==> config.mk <==
export PLATFORM = sky130hd
export DESIGN_NAME = dmem_port_arbiter
export DESIGN_NICKNAME = d
export VERILOG_FILES = /design/src/rtl/dmem_arb_pkg.sv /design/src/rtl/dmem_arb_pick.sv /design/src/rtl/dmem_port_arbiter.sv
export SDC_FILE = /design/constraint.sdc
export NUM_CORES = 1
export LEC_CHECK = 0
export CAP_MARGIN = 20
export CORE_ASPECT_RATIO = 0.7
export CORE_MARGIN = 2
export CORE_UTILIZATION = 38
export CTS_CLUSTER_DIAMETER = 60
export DETAILED_ROUTE_END_ITERATION = 8
export GPL_TIMING_DRIVEN = 0
export HOLD_SLACK_MARGIN = 0.12
export PLACE_DENSITY = 0.83
export SYNTH_ARGS = -nofsm -noshare
export SYNTH_HDL_FRONTEND = slang
export SYNTH_SLANG_ARGS = --single-unit
==> constraint.sdc <==
create_clock -name clk -period 2.7 [get_ports clk]
set_input_delay 0.81 -clock clk [delete_from_list [all_inputs] [get_ports clk]]
set_output_delay 0.81 -clock clk [all_outputs]
set_load 0.01 [all_outputs]
==> src/rtl/dmem_arb_pkg.sv <==
// rtl/dmem_arb_pkg.sv - shared types and helpers for the data-memory port arbiter
package dmem_arb_pkg;

    typedef enum logic [1:0] {
        IDLE  = 2'd0,
        OWN_A = 2'd1,
        OWN_B = 2'd2
    } state_t;

    typedef enum logic {
        PORT_A = 1'b0,
        PORT_B = 1'b1
    } owner_t;

    localparam int DEF_MAX_BURST = 4;

    // burst_cnt must hold 0..max_burst inclusive
    function automatic int burst_cnt_w(input int max_burst);
        return (max_burst < 1) ? 1 : $clog2(max_burst + 1);
    endfunction

endpackage

==> src/rtl/dmem_arb_pick.sv <==
// rtl/dmem_arb_pick.sv - combinational winner selection for the port arbiter
module dmem_arb_pick
    import dmem_arb_pkg::*;
#(
    parameter int MAX_BURST    = DEF_MAX_BURST,
    parameter int CPU_PRIORITY = 1,
    parameter int CNT_W        = burst_cnt_w(MAX_BURST)
) (
    input  state_t           state,
    input  logic [CNT_W-1:0] burst_cnt,
    input  owner_t           last_owner,
    input  logic             a_req,
    input  logic             b_req,
    output owner_t           winner,
    output logic             valid
);

    localparam logic [CNT_W-1:0] MAX_CNT = CNT_W'(MAX_BURST);

    // The current owner keeps the port until its burst is used up while the other side waits
    always_comb begin
        winner = PORT_A;
        valid  = 1'b0;
        case (state)
            OWN_A: begin
                if (a_req && (!b_req || (burst_cnt < MAX_CNT))) begin
                    winner = PORT_A;
                    valid  = 1'b1;
                end else if (b_req) begin
                    winner = PORT_B;
                    valid  = 1'b1;
                end
            end
            OWN_B: begin
                if (b_req && (!a_req || (burst_cnt < MAX_CNT))) begin
                    winner = PORT_B;
                    valid  = 1'b1;
                end else if (a_req) begin
                    winner = PORT_A;
                    valid  = 1'b1;
                end
            end
            default: begin
                if (a_req && b_req) begin
                    valid = 1'b1;
                    if (CPU_PRIORITY != 0) begin
                        winner = PORT_A;
                    end else begin
                        winner = (last_owner == PORT_A) ? PORT_B : PORT_A;
                    end
                end else if (a_req) begin
                    winner = PORT_A;
                    valid  = 1'b1;
                end else if (b_req) begin
                    winner = PORT_B;
                    valid  = 1'b1;
                end
            end
        endcase
    end

endmodule

==> src/rtl/dmem_port_arbiter.sv <==
// rtl/dmem_port_arbiter.sv - shares one single-port data memory between CPU and DMA ports
module dmem_port_arbiter
    import dmem_arb_pkg::*;
#(
    parameter int ADDR_W       = 8,
    parameter int DATA_W       = 8,
    parameter int MAX_BURST    = DEF_MAX_BURST,
    parameter int CPU_PRIORITY = 1
) (
    input  logic              clk,
    input  logic              rst_n,
    input  logic              a_req,
    input  logic              a_we,
    input  logic [ADDR_W-1:0] a_addr,
    input  logic [DATA_W-1:0] a_wdata,
    output logic              a_gnt,
    output logic              a_rvalid,
    output logic [DATA_W-1:0] a_rdata,
    input  logic              b_req,
    input  logic              b_we,
    input  logic [ADDR_W-1:0] b_addr,
    input  logic [DATA_W-1:0] b_wdata,
    output logic              b_gnt,
    output logic              b_rvalid,
    output logic [DATA_W-1:0] b_rdata,
    output logic [ADDR_W-1:0] mem_address,
    output logic [DATA_W-1:0] mem_write_data,
    output logic              mem_write,
    output logic              mem_read,
    input  logic [DATA_W-1:0] mem_read_data
);

    localparam int               CNT_W   = burst_cnt_w(MAX_BURST);
    localparam logic [CNT_W-1:0] MAX_CNT = CNT_W'(MAX_BURST);

    state_t           state;
    logic [CNT_W-1:0] burst_cnt;
    owner_t           last_owner;

    owner_t pick_winner;
    logic   pick_valid;
    logic   grant_valid;
    logic   sel_a;
    logic   sel_b;
    state_t win_state;

    dmem_arb_pick #(
        .MAX_BURST    (MAX_BURST),
        .CPU_PRIORITY (CPU_PRIORITY),
        .CNT_W        (CNT_W)
    ) u_pick (
        .state      (state),
        .burst_cnt  (burst_cnt),
        .last_owner (last_owner),
        .a_req      (a_req),
        .b_req      (b_req),
        .winner     (pick_winner),
        .valid      (pick_valid)
    );

    // A request seen while in reset is dropped rather than granted
    assign grant_valid = pick_valid & rst_n;
    assign sel_a       = grant_valid & (pick_winner == PORT_A);
    assign sel_b       = grant_valid & (pick_winner == PORT_B);
    assign a_gnt       = sel_a;
    assign b_gnt       = sel_b;
    assign win_state   = (pick_winner == PORT_A) ? OWN_A : OWN_B;

    // Route the winning port onto the memory pins; idle pins sit at zero
    always_comb begin
        mem_address    = '0;
        mem_write_data = '0;
        mem_write      = 1'b0;
        mem_read       = 1'b0;
        if (sel_a) begin
            mem_address    = a_addr;
            mem_write_data = a_wdata;
            mem_write      = a_we;
            mem_read       = ~a_we;
        end else if (sel_b) begin
            mem_address    = b_addr;
            mem_write_data = b_wdata;
            mem_write      = b_we;
            mem_read       = ~b_we;
        end
    end

    // Ownership FSM: track owner, consecutive-grant count and the last port served
    always_ff @(posedge clk) begin
        if (!rst_n) begin
            state      <= IDLE;
            burst_cnt  <= '0;
            last_owner <= PORT_B;
        end else if (grant_valid) begin
            state      <= win_state;
            last_owner <= pick_winner;
            if (state == win_state) begin
                burst_cnt <= (burst_cnt == MAX_CNT) ? burst_cnt : burst_cnt + CNT_W'(1);
            end else begin
                burst_cnt <= CNT_W'(1);
            end
        end else begin
            state     <= IDLE;
            burst_cnt <= '0;
        end
    end

    // Capture read data one cycle after a read grant; rdata holds until the next read
    always_ff @(posedge clk) begin
        if (!rst_n) begin
            a_rvalid <= 1'b0;
            a_rdata  <= '0;
            b_rvalid <= 1'b0;
            b_rdata  <= '0;
        end else begin
            a_rvalid <= sel_a & ~a_we;
            b_rvalid <= sel_b & ~b_we;
            if (sel_a && !a_we) begin
                a_rdata <= mem_read_data;
            end
            if (sel_b && !b_we) begin
                b_rdata <= mem_read_data;
            end
        end
    end

endmodule
==> flow_summary.yaml, run 1 <==
grt:
  antenna_violations_before_repair: 0
  global_route.usage.total_pct: 23.7
  grt_pass1_wl_um: 8280
  vias_in_the_first_global_route: 1730
  largest_net_degree_at_the_start_of_global_routing: 14
  grt_overflow: 0
place:
  port-buffer-count: 82
  numPlacedInstances: 309
  area_of_placed_instances_um2: 2360
  pre_cts_slack_ns: -1.10
  place.detailed.hpwl_um: 3440
  routabilityCongestion: 0.908
yosys:
  synthesis.area_um2: 1480
  netlist_instances: 177
  synth.yosys.seq_area_share_pct: 31.1
  synthesized_net_count: 227
  ys_seq_elements: 23
  postSynthAreaPerCell_um2: 8.36
  synth.yosys.warnings: 0
  yosys.cell_types.count: 33
floorplanning:
  core_region_area_um2: 3630
  floorplan.initialDensity_pct: 40.8
  placementRows: 18
  die_h_um: 56.2
  io_pins: 84
  die_w_um: 78.6
  die_area_um2: 4420
worst_setup_path:
  endpoint_kind: "output port"
  crit_buf_inv: 5
  crit_fanout: 5
  timing.critical_path.slowest_cell_delay_ns: 0.24
  crit-reg2reg-capture: "burst_cnt[0]"
  critical-path-top-delay-family: "buffers and inverters"
  worst-endpoint-required_ns: 1.89
  crit_path_end: "mem_read"
  worstSetupPathDepth: 9
  critical_path.cell_chain: "buf_8, buf_6, a21boi_4, nand2_4, buf_6, o211ai_1, buf_4, a21boi_2, buf_2"
  cp_common_cell: "sky130_fd_sc_hd__buf_6"
  path_depth_of_the_worst_reg2reg_path: 9
  critical_path.slowest_cell: "sky130_fd_sc_hd__o211ai_1"
  worstSetupStartpoint: "a_req"
  start_kind: "primary input"
  reg2reg_slack_ns: 0.62
  worst-setup-path-type: "primary input to output port"
  r2r-start: "state[1]"
  cp_data_arrival_time_ns: 2.04
power:
  power_density_over_cell_area_nw_per_um2: 420
  p_total_mw: 1.09
  vdd_ir_drop_max_mv: 0.303
  leakage_nw: 1.09
timing:
  min_period_ns: 2.85
  finalSetupTns_ns: -1.22
  final-setup-viol-count: 18
  clock_skew_ns: 0.00550
  grt_setup_unrepaired: "true"
  achievable-frequency_mhz: 351
  timing.hold.ws_ns: 0.465
  slew_violations: 0
  slew_headroom_pct: 73.9
  worstMarginPinSlew_ns: 0.382
  layout_worst_path_cycle_share_pct: 106
  hold_violations_final: 0
  final_critical_path_setup_slack_ns: -0.153
status:
  violations: "setup timing"
  run_status: "finished, violations left"
route:
  drcViolationCount: 0
  routed_wirelength_um: 5380
  drt_iter0_markers: 98
  drt-pass1-iter-count: 4
  detail_route.vias_per_cell: 5.43
  antenna_left: 0
  vias: 1776
  average_wire_per_standard_cell_um: 16.5
clock_tree:
  cts_max_path_buffers: 2
  number_of_buffers_created_by_cts: 3
  clock_tree.root_cell: "sky130_fd_sc_hd__clkbuf_8"
  count_of_clock_tree_sinks: 23
  insertion_delay_ns: 0.26
  cts.clk_slew.worst_paths_ns: 0.09
  cts-htree-levels: 1
  holdBufCountCts: 0
  cts_tree: "done"
cells_and_area:
  layout-drive-gt1-share_pct: 26.7
  postLayoutCellArea_um2: 2610
  final-instance-count-excl-fill: 327
  synthToLayoutAreaGrowth_pct: 76.0
  antenna-diode-count: 0
  most_common_cell_after_layout_fill_and_taps_aside: "sky130_fd_sc_hd__clkdlybuf4s50_1"
  layout.nets: 328
  layout_common_cells: "sky130_fd_sc_hd__clkdlybuf4s50_1, sky130_fd_sc_hd__nand2_1, sky130_fd_sc_hd__dfxtp_1"
  fin_util_pct: 71.8
min_path:
  holdCritPathClass: "flop to flop"
flow_run:
  count_of_max_cap_constraint_violations: 0
kinds of logic (layout without fill, tap and decap cells):
kind of cell             count (synthesis)  after routing  synth area share, %
AND/OR/NAND/NOR                         63             63                 22.9
XOR/XNOR                                 1              1                0.592
multiplexers                            17             17                 11.5
adder cells (fa/ha/maj)                  4              4                 3.38
buffers and inverters                   24            124                 7.44
flip-flops                              23             23                 31.1
AO/OA/AOI/OAI                           45             45                 23.1
timing repair:
action,CTS,global route
endpoints found under the setup margin,20,20
gates cloned,4,0
setup buffers,10,4
resized for setup,153,14
pin swaps,12,19
hold endpoints to repair,0,0
state kept, by name, indices dropped and copies added (netlist names):
| name | flops |
|---|---|
| a_rvalid | 1 |
| state | 2 |
| b_rdata | 8 |
| b_rvalid | 1 |
| burst_cnt | 3 |
| a_rdata | 8 |
worst min path at each step:
stage	startpoint	endpoint	slack, ns	depth (start not counted)
after floorplan	b_rdata[2]	b_rdata[2]	0.48	2
after global placement	b_rdata[4]	b_rdata[4]	0.44	2
after detailed placement	b_rdata[3]	b_rdata[3]	0.45	2
after CTS	b_rdata[5]	b_rdata[5]	0.47	2
after global routing	b_rdata[5]	b_rdata[5]	0.48	2
final	a_rdata[2]	a_rdata[2]	0.47	2
power breakdown:
part	internal [mW]	switching [mW]	leakage [nW]
combinational	0.263	0.240	0.872
clock	0.103	0.115	0.0255
sequential	0.360	0.0121	0.189
cells in the mapped netlist:
library cell                count  area, µm²
sky130_fd_sc_hd__a2111o_1       1       11.3
sky130_fd_sc_hd__inv_1          5       18.8
sky130_fd_sc_hd__a21boi_1       1       7.51
sky130_fd_sc_hd__buf_2          7       35.0
sky130_fd_sc_hd__nor3_1         2       10.0
sky130_fd_sc_hd__and3b_1        1       8.76
sky130_fd_sc_hd__o211ai_1      18        135
sky130_fd_sc_hd__clkbuf_1      10       37.5
sky130_fd_sc_hd__xnor2_1        1       8.76
sky130_fd_sc_hd__nand4_1       17        106
sky130_fd_sc_hd__o21ai_0        1       5.00
sky130_fd_sc_hd__nand3b_1       2       15.0
sky130_fd_sc_hd__a2111oi_0      1       8.76
sky130_fd_sc_hd__mux2i_1       17        170
sky130_fd_sc_hd__nor2_1         4       15.0
sky130_fd_sc_hd__and3_1         2       12.5
sky130_fd_sc_hd__nor4_1         1       6.26
sky130_fd_sc_hd__buf_4          1       7.51
sky130_fd_sc_hd__a21oi_1        2       10.0
sky130_fd_sc_hd__or4_4          1       11.3
sky130_fd_sc_hd__nand2_4        1       11.3
sky130_fd_sc_hd__nand2_1       27        101
sky130_fd_sc_hd__nor3_4         1       16.3
sky130_fd_sc_hd__buf_6          1       11.3
sky130_fd_sc_hd__o21ba_1        1       10.0
sky130_fd_sc_hd__and2_1         1       6.26
sky130_fd_sc_hd__dfxtp_1       23        460
sky130_fd_sc_hd__or3_1          2       12.5
sky130_fd_sc_hd__a21boi_0      18        135
sky130_fd_sc_hd__ha_1           4       50.1
sky130_fd_sc_hd__o32a_2         1       11.3
sky130_fd_sc_hd__nor2b_1        1       6.26
sky130_fd_sc_hd__o21bai_1       1       7.51
per-layer routing:
| metal | wire [µm] | GRT usage, % |
|---|---|---|
| met5 | 0 | 0 |
| met4 | 49 | 5.51 |
| met3 | 482 | 5.19 |
| met2 | 2500 | 39.8 |
| met1 | 2350 | 31.0 |
area by class of cell:
class | instances | area, µm²
Sequential cell | 23 | 465
Fill cell | 292 | 1020
Timing Repair Buffer | 99 | 873
Clock buffer | 3 | 41.3
Inverter | 5 | 21.3
Buffer | 16 | 141
Multi-Input combinational cell | 130 | 995
Clock inverter | 1 | 5.00
Tap cell | 50 | 62.6
worst register-to-register path, delay by kind of cell (launching register included):
family          cells  cell delay (ns)
buf+inv             4             0.43
flops               1             0.38
fa+ha+maj           1             0.19
simple gates        3             0.57
compound gates      1             0.38
Note: power is estimated with default switching activity, not from simulation.
==> run 2, diff against run 1 <==
GPL_TIMING_DRIVEN = not set   (was 0)
==> flow_summary.yaml, run 2 (same netlist as run 1, synthesis figures left out) <==
worst_setup_path:
  critical_path.cell_chain: "inv_1, ha_4, buf_6, o32a_4, buf_6, o211ai_1, a21boi_1, buf_2"
  endpoint_kind: "output port"
  critical_path.slowest_cell: "sky130_fd_sc_hd__o32a_4"
  cp_data_arrival_time_ns: 1.99
  critical-path-top-delay-family: "compound AO/OA/AOI/OAI gates"
  cp_common_cell: "sky130_fd_sc_hd__buf_6"
  crit_fanout: 4
  start_kind: "flop"
  crit_buf_inv: 4
  worst-endpoint-required_ns: 1.89
  worst-setup-path-type: "flop to output port"
  timing.critical_path.slowest_cell_delay_ns: 0.41
  reg2reg_slack_ns: 0.55
timing:
  worstMarginPinSlew_ns: 0.400
  slew_violations: 0
  clock_skew_ns: 0.00129
  achievable-frequency_mhz: 357
  finalSetupTns_ns: -0.496
  grt_setup_unrepaired: "true"
  slew_headroom_pct: 72.7
  final_critical_path_setup_slack_ns: -0.103
  layout_worst_path_cycle_share_pct: 104
  final-setup-viol-count: 18
  hold_violations_final: 0
  min_period_ns: 2.80
clock_tree:
  insertion_delay_ns: 0.26
  cts_max_path_buffers: 2
  count_of_clock_tree_sinks: 23
  cts-htree-levels: 1
  cts_tree: "done"
  cts.clk_slew.worst_paths_ns: 0.08
  number_of_buffers_created_by_cts: 3
  clock_tree.root_cell: "sky130_fd_sc_hd__clkbuf_8"
  holdBufCountCts: 0
route:
  drt_iter0_markers: 108
  vias: 1866
  detail_route.vias_per_cell: 5.49
  average_wire_per_standard_cell_um: 16.8
  drcViolationCount: 0
  drt-pass1-iter-count: 5
  routed_wirelength_um: 5730
  antenna_left: 0
cells_and_area:
  layout_common_cells: "sky130_fd_sc_hd__clkdlybuf4s50_1, sky130_fd_sc_hd__buf_4, sky130_fd_sc_hd__nand2_1"
  largestRegisters: "a_rdata x8, b_rdata x8, burst_cnt x3"
  layout.nets: 341
  most_common_cell_after_layout_fill_and_taps_aside: "sky130_fd_sc_hd__clkdlybuf4s50_1"
  multi_input_comb_area_um2: 996
  seq_cell_area_um2: 463
  antenna-diode-count: 0
  layout-drive-gt1-share_pct: 31.4
  synthToLayoutAreaGrowth_pct: 87.9
  fillCellCount: 264
  postLayoutCellArea_um2: 2780
place:
  port-buffer-count: 83
  routabilityCongestion: 0.921
  place.detailed.hpwl_um: 3400
  area_of_placed_instances_um2: 2540
floorplanning:
  floorplan.initialDensity_pct: 40.8
  io_pins: 84
  placementRows: 18
  die_h_um: 56.2
  core_region_area_um2: 3630
  die_w_um: 78.6
  die_area_um2: 4420
status:
  run_status: "finished, violations left"
  violations: "setup timing"
power:
  power_density_over_cell_area_nw_per_um2: 421
  total_switching_power_mw: 0.382
  p_seq_share_pct: 31.8
  cell_internal_pwr_mw: 0.789
  leakage_nw: 1.19
  vdd_ir_drop_max_mv: 0.254
  power.share.switching_pct: 32.6
  combPwrFrac_pct: 50.1
  clockPowerShare_pct: 18.1
grt:
  grt_pass1_wl_um: 8460
  largest_net_degree_at_the_start_of_global_routing: 20
  antenna_violations_before_repair: 0
  vias_in_the_first_global_route: 1781
  global_route.usage.total_pct: 23.7
  grt_overflow: 0
flow_run:
  count_of_max_cap_constraint_violations: 0
min_path:
  holdCritPathClass: "flop to flop"
==> run 2: cell types whose count changed in the layout (fill, tap and decap cells not counted), sizes merged <==
cell,before,now
buf,46,65
clkbuf,12,5
dlygate4sd2,1,2
==> run 2: final timing paths <==
path,start,endpoint,depth (start not counted)
min,b_rdata[5],b_rdata[5],2
max reg2reg,state[0],burst_cnt[1],9
min reg2reg,b_rdata[5],b_rdata[5],2
max,state[1],mem_address[5],8
==> run 2: power by group through the flow <==
stage               Combinational, mW  Clock (mW)  Sequential (mW)
CTS                             0.541       0.222            0.372
finish                          0.587       0.212            0.372
detailed placement              0.469           0            0.378
global route                    0.621       0.223            0.374
floorplan                       0.206           0            0.385
global placement                0.465           0            0.378
==> run 2: layout make-up <==
class | count | area share, %
timing repair buffer | 128 | 43.0
multi-input combinational | 130 | 35.8
sequential | 23 | 16.6
tap | 50 | 2.25
clock buffer | 3 | 1.48
inverter | 5 | 0.675
clock inverter | 1 | 0.180
==> run 2: metrics by stage <==
stage / worst slack [ns] / instances / power [mW] / hold WS (ns) / util, %
2_1_floorplan: 0.00466 / 177 / 0.591 / 0.479 / -
3_3_place_gp: -0.871 / 321 / 0.842 / 0.447 / 70.2
3_5_place_dp: -0.951 / 321 / 0.847 / 0.455 / 70.2
4_1_cts: -0.0368 / 337 / 1.13 / 0.465 / 75.0
5_1_grt: -0.128 / 340 / 1.22 / 0.487 / 76.7
6_report: -0.103 / 340 / 1.17 / 0.464 / 76.7
==> run 2: worst register-to-register path, cell delays in order, from the launching register on <==
cell and delay [ns]:
sky130_fd_sc_hd__dfxtp_2 0.35, sky130_fd_sc_hd__inv_2 0.05, sky130_fd_sc_hd__ha_4 0.26, sky130_fd_sc_hd__a21boi_2 0.18, sky130_fd_sc_hd__nand2_2 0.10, sky130_fd_sc_hd__buf_6 0.15, sky130_fd_sc_hd__clkbuf_16 0.15, sky130_fd_sc_hd__buf_4 0.13
sky130_fd_sc_hd__or4_4 0.53, sky130_fd_sc_hd__a21oi_1 0.17
==> run 2: layer usage <==
layer	track usage [%]	share of wire, %	vias up
met5	0	0	-
met4	7.77	1.4	0
met3	5.36	9.5	7
met2	40.4	48	99
met1	29.6	41	880
li1	-	-	880
==> run 2: what timing repair did <==
item                       in CTS  in global routing
hold endpoints to repair        0                  0
setup buffers                  11                  2
setup endpoints to repair      20                 20
gates cloned                    1                  1
resized for setup             137                 10
pin swaps                      26                 24
==> RTL change 1, RTL diff (config.mk and constraints of run 2) <==
Encoding of `state_t`: now one-hot (3 bits for 3 states).
--- a/src/rtl/dmem_arb_pkg.sv
+++ b/src/rtl/dmem_arb_pkg.sv
@@ -1,10 +1,10 @@
 // rtl/dmem_arb_pkg.sv - shared types and helpers for the data-memory port arbiter
 package dmem_arb_pkg;
 
-    typedef enum logic [1:0] {
-        IDLE  = 2'd0,
-        OWN_A = 2'd1,
-        OWN_B = 2'd2
+    typedef enum logic [2:0] {
+        IDLE  = 3'b001,
+        OWN_A = 3'b010,
+        OWN_B = 3'b100
     } state_t;
 
     typedef enum logic {
Behaviour: no difference found for any inputs over 10 cycles, from zero or initial values and one cycle with rst_n low; not proved beyond that.
==> RTL change 1 against run 2 <==
- the flow still finishes with violations (negative setup slack)
- register-to-register slack better by 30 ps
- area after synthesis is 17% lower
- non-clock buffer count is 15 lower
- core utilization is 0.89 points higher
- critical path depth stayed put
- routed wire length is 23% lower
- sequential cell count is 1 higher
- worst setup slack better by 53 ps
- final area is 13% lower
- first-iteration DRC count is 22% lower
- count of clock-buffer cells in the layout stayed put
- critical path type is now in -> out
- critical endpoint is now mem_read
Power is not compared: it rests on default switching activity, and its combinational part moved more than twofold at a synthesized area within 25%.
==> RTL change 1: results (changes against run 2) <==
- Initial DRC Count: 84 (-22%)
- Setup TNS: -143 ps (+353 ps)
- Setup bufs post-CTS: 10 (-1)
- Mux contribution to synthesized area: 21.2% (+9.7 points)
- Reg2reg end: b_rdata[3]
- Total Wirelength: 4400 µm (-23%)
- CP top delay family: buffers and inverters
- HPWL after DPL: 2900 µm (-15%)
- Worst-path maximum fanout: 6 (+2)
- FF-to-FF setup slack: 580 ps (+30 ps)
- First-pass GRT wire length: 6710 µm (-21%)
- Status: complete, but fails checks
- Syn_nets: 195 (-14%)
- Placed cell count: 278 (-13%)
- Registers with the most flip-flops: a_rdata x8, b_rdata x8
- Worst-Skew Late Latency: 270 ps
- Crit-path slowest cell: o31ai_4
- Register-to-Register Path Depth: 8 (-1)
- Sequential share of the synthesized area: 39.2% (+8.1 points)
- # nets final: 304 (-11%)
- Cell Int Power: 0.738 mW
- Critical path origin: a_req
- Post-synthesis xor/xnor area fraction: 0.714% (+0.12 points)
- Pre-CTS WS: -838 ps (+114 ps)
- Failing checks: negative setup slack
- Final setup fails: 6 (-12)
- Dpl cell area: 2240 µm² (-12%)
- Synth Area in Adders: 2.04% (-1.3 points)
- Setup ws final: -50.8 ps (+52.6 ps)
- Post-synthesis cell count: 147 (-17%)
- Post-CTS sizing: 87 (-36%)
- Synthesis warning total: 0 (unchanged)
- Compound-gate portion of the synthesized area: 6.43% (-17 points)
- Top cells by area, synth: dfxtp_1 (39%), mux2i_1 (21%), nand2_1 (7.7%), nor2_1 (6.4%), o21ai_0 (3.7%)
- Vias: 1464 (-22%)
- Num CTS Buffers: 3 (unchanged)
- Critical Path Max Stage Delay: 270 ps (-140 ps)
- Reg2reg start: state[0]
- Rel. slew slack: 60.9% (-12 points)
- Fraction of layout cells with a size suffix above 1: 25.5% (-5.9 points)
- Setup crit end: mem_read
- Largest net degree at the start of global routing: 25 (+25%)
- Most frequent cells after synthesis: mux2i_1 (26), nand2_1 (25), dfxtp_1 (24)
- Peak VDD IR: 235 µV
- Drt first pass iters: 4 (-1)
- Root Buffer Master: clkbuf_8
- Yosys cell types: 25 (-24%)
- Final Skew: 7.50 ps (+6.22 ps)
- Gr usage total: 23.5% (-0.23 points)
- Placer Congestion: 0.757 (-18%)
- DR WL/cell: 15.0 µm (-11%)
- Worst min path class: reg -> reg
## RTL change 1: changes by cell type after synthesis, sizes merged, moves of 4 or more
| cell | before | now |
|---|---|---|
| o211ai | 18 | 0 |
| nand3 | 0 | 8 |
| clkbuf | 10 | 4 |
| a21boi | 19 | 0 |
| buf | 9 | 5 |
| o21ai | 1 | 10 |
| nor2 | 4 | 22 |
| nand4 | 17 | 0 |
| mux2i | 17 | 26 |
## RTL change 1: worst register-to-register path: stages (launching register included)
cell	delay, ps
dfxtp_2	360
nor4b_4	330
o31ai_4	130
buf_6	150
buf_16	130
buf_4	120
buf_4	130
nor2_2	450
mux2i_1	260
## RTL change 1: area by class of cell
type	instances	area, µm²
inverter	4	17.5
multi-input combinational	110	742
sequential	24	487
clock inverter	1	30.0
tap	38	47.5
clock buffer	3	41.3
timing repair buffer	113	1040
fill	224	696
## RTL change 1: cell families (layout without fill, tap and decap cells)
group / count (synthesis) / in the layout
AOI/OAI and AO/OA: 13 / 13
DFF: 24 / 24
buffers and inverters: 13 / 121
xor gates and xnor gates: 1 / 1
muxes: 26 / 26
and+or+nand+nor: 68 / 68
adders and majority gates: 2 / 2
## RTL change 1: worst min-delay path by stage
stage / from / endpoint / slack, ps / depth (start not counted)
3_5_place_dp: b_rdata[5] / b_rdata[5] / 450 / 2
6_report: b_rdata[4] / b_rdata[4] / 460 / 2
4_1_cts: b_rdata[7] / b_rdata[7] / 470 / 2
3_3_place_gp: b_rdata[7] / b_rdata[7] / 440 / 2
2_1_floorplan: state[0] / burst_cnt[2] / 470 / 1
5_1_grt: b_rdata[4] / b_rdata[4] / 490 / 2
## RTL change 1: routing by layer
layer	routed length [µm]	GRT usage, %	share of wire, %
met1	1880	27.8	43
met5	0	0	0
met4	78	7.86	1.8
met3	338	5.81	7.7
met2	2100	42.0	48
==> RTL change 2, RTL diff (settings of run 2) <==
Without the edit above. `CPU_PRIORITY` is set to 1 in 2 places; all go to 0.
--- a/src/rtl/dmem_arb_pick.sv
+++ b/src/rtl/dmem_arb_pick.sv
@@ -3,7 +3,7 @@
     import dmem_arb_pkg::*;
 #(
     parameter int MAX_BURST    = DEF_MAX_BURST,
-    parameter int CPU_PRIORITY = 1,
+    parameter int CPU_PRIORITY = 0,
     parameter int CNT_W        = burst_cnt_w(MAX_BURST)
 ) (
     input  state_t           state,
--- a/src/rtl/dmem_port_arbiter.sv
+++ b/src/rtl/dmem_port_arbiter.sv
@@ -5,7 +5,7 @@
     parameter int ADDR_W       = 8,
     parameter int DATA_W       = 8,
     parameter int MAX_BURST    = DEF_MAX_BURST,
-    parameter int CPU_PRIORITY = 1
+    parameter int CPU_PRIORITY = 0
 ) (
     input  logic              clk,
     input  logic              rst_n,
Formal check against the unedited RTL: not equivalent (Yosys sat finds a counterexample within 4 cycles, from zero or initial values and one cycle with rst_n low).
==> RTL change 2 against run 2 <==
- the flow still finishes with violations (negative setup slack)
- routed wire length down 20%
- final area fell by 8.9%
- worst setup slack got worse by 120 ps
- critical path depth did not move
- area after synthesis is 4.7% lower
- sequential cell count is 1 higher
- clock power up 13%
- power rose by 44%
- critical path type unchanged
- critical endpoint is now mem_address[6]
==> RTL change 2: results (changes against run 2) <==
- Clock power frac: 14.2% (-3.9 points)
- Peak VDD IR: 271 µV (+6.8%)
- Fraction of layout cells with a size suffix above 1: 25.9% (-5.5 points)
- Arr. time, crit path: 2110 ps (+120 ps)
- Crit-path slowest cell: dfxtp_2
- Status: complete, but fails checks
- Placer Congestion: 0.832 (-9.7%)
- Rel. slew slack: 71.0% (-1.7 points)
- Yosys cell types: 28 (-15%)
- CP top delay family: buffers and inverters
- Non-filler instance count after layout: 324 (-4.7%)
- Sequential share of the synthesized area: 34.1% (+3.0 points)
- HPWL after DPL: 3310 µm (-2.7%)
- Register-to-Register Path Depth: 8 (-1)
- Hold Crit Start: a_rdata[3]
- Syn_nets: 221 (-2.6%)
- Vias/cell: 4.77 (-13%)
- Most frequent cells after synthesis: nand2_1 (62), mux2i_1 (34), dfxtp_1 (24)
- Met2 wire len: 2210 µm (-20%)
- Top cells by area, synth: dfxtp_1 (34%), mux2i_1 (24%), nand2_1 (17%), ha_1 (3.5%), buf_6 (2.4%)
- Post-CTS sizing: 120 (-12%)
- Post-synthesis cell count: 171 (-3.4%)
- Setup ws final: -221 ps (-118 ps)
- Reg2reg end: a_rdata[4]
- Hold EP: a_rdata[3]
- Placed cell count: 312 (-2.8%)
- Met2 GRT Util: 40.5% (+0.082 points)
- Gr usage total: 22.1% (-1.6 points)
- Met3 WL post-DR: 162 µm (-70%)
- Failing checks: negative setup slack
- Total Wirelength: 4570 µm (-20%)
- Switching Fraction: 36.9% (+4.3 points)
- Wire length on met1: 2170 µm (-7.3%)
- Dpl cell area: 2400 µm² (-5.6%)
- Setup bufs post-CTS: 7 (-4)
- Critical Path Max Stage Delay: 330 ps (-80 ps)
- Drt first pass iters: 4 (-1)
- Vias in the first global route: 1499 (-16%)
- Overall Power: 1.69 mW (+44%)
- Setup crit end: mem_address[6]
- Final Skew: 2.70 ps (+1.41 ps)
- Pre-CTS WS: -905 ps (+46.0 ps)
- # nets final: 325 (-4.7%)
- Fin Hold WS: 465 ps (+1.27 ps)
- Final setup fails: 20 (+2)
- Leak: 1.16 nW (-2.6%)
- Setup TNS: -3010 ps (-2510 ps)
- Met3 Resource Use GR: 3.57% (-1.8 points)
## RTL change 2: changes by cell type after synthesis, sizes merged, moves of 4 or more
cell and delta:
nand2 +35, a21boi -19, o211ai -18, mux2i +17
nand4 -17, clkbuf -5, buf -4
## RTL change 2: kinds of logic (layout without fill, tap and decap cells)
family          Yosys count  in the layout  share of synthesized area [%]
simple gates             79             79                           23.3
mux                      34             34                           24.1
flops                    24             24                           34.1
buf+inv                  16            119                           6.03
compound gates           13             13                           8.25
fa+ha+maj                 4              4                           3.55
xor+xnor                  1              1                          0.621
## RTL change 2: cell type report
| cell class | count | area (µm²) |
|---|---|---|
| clock buffer | 4 | 55.1 |
| sequential | 24 | 485 |
| tap | 50 | 62.6 |
| fill | 279 | 1000 |
| timing repair buffer | 109 | 965 |
| inverter | 6 | 25.0 |
| multi-input combinational | 131 | 941 |
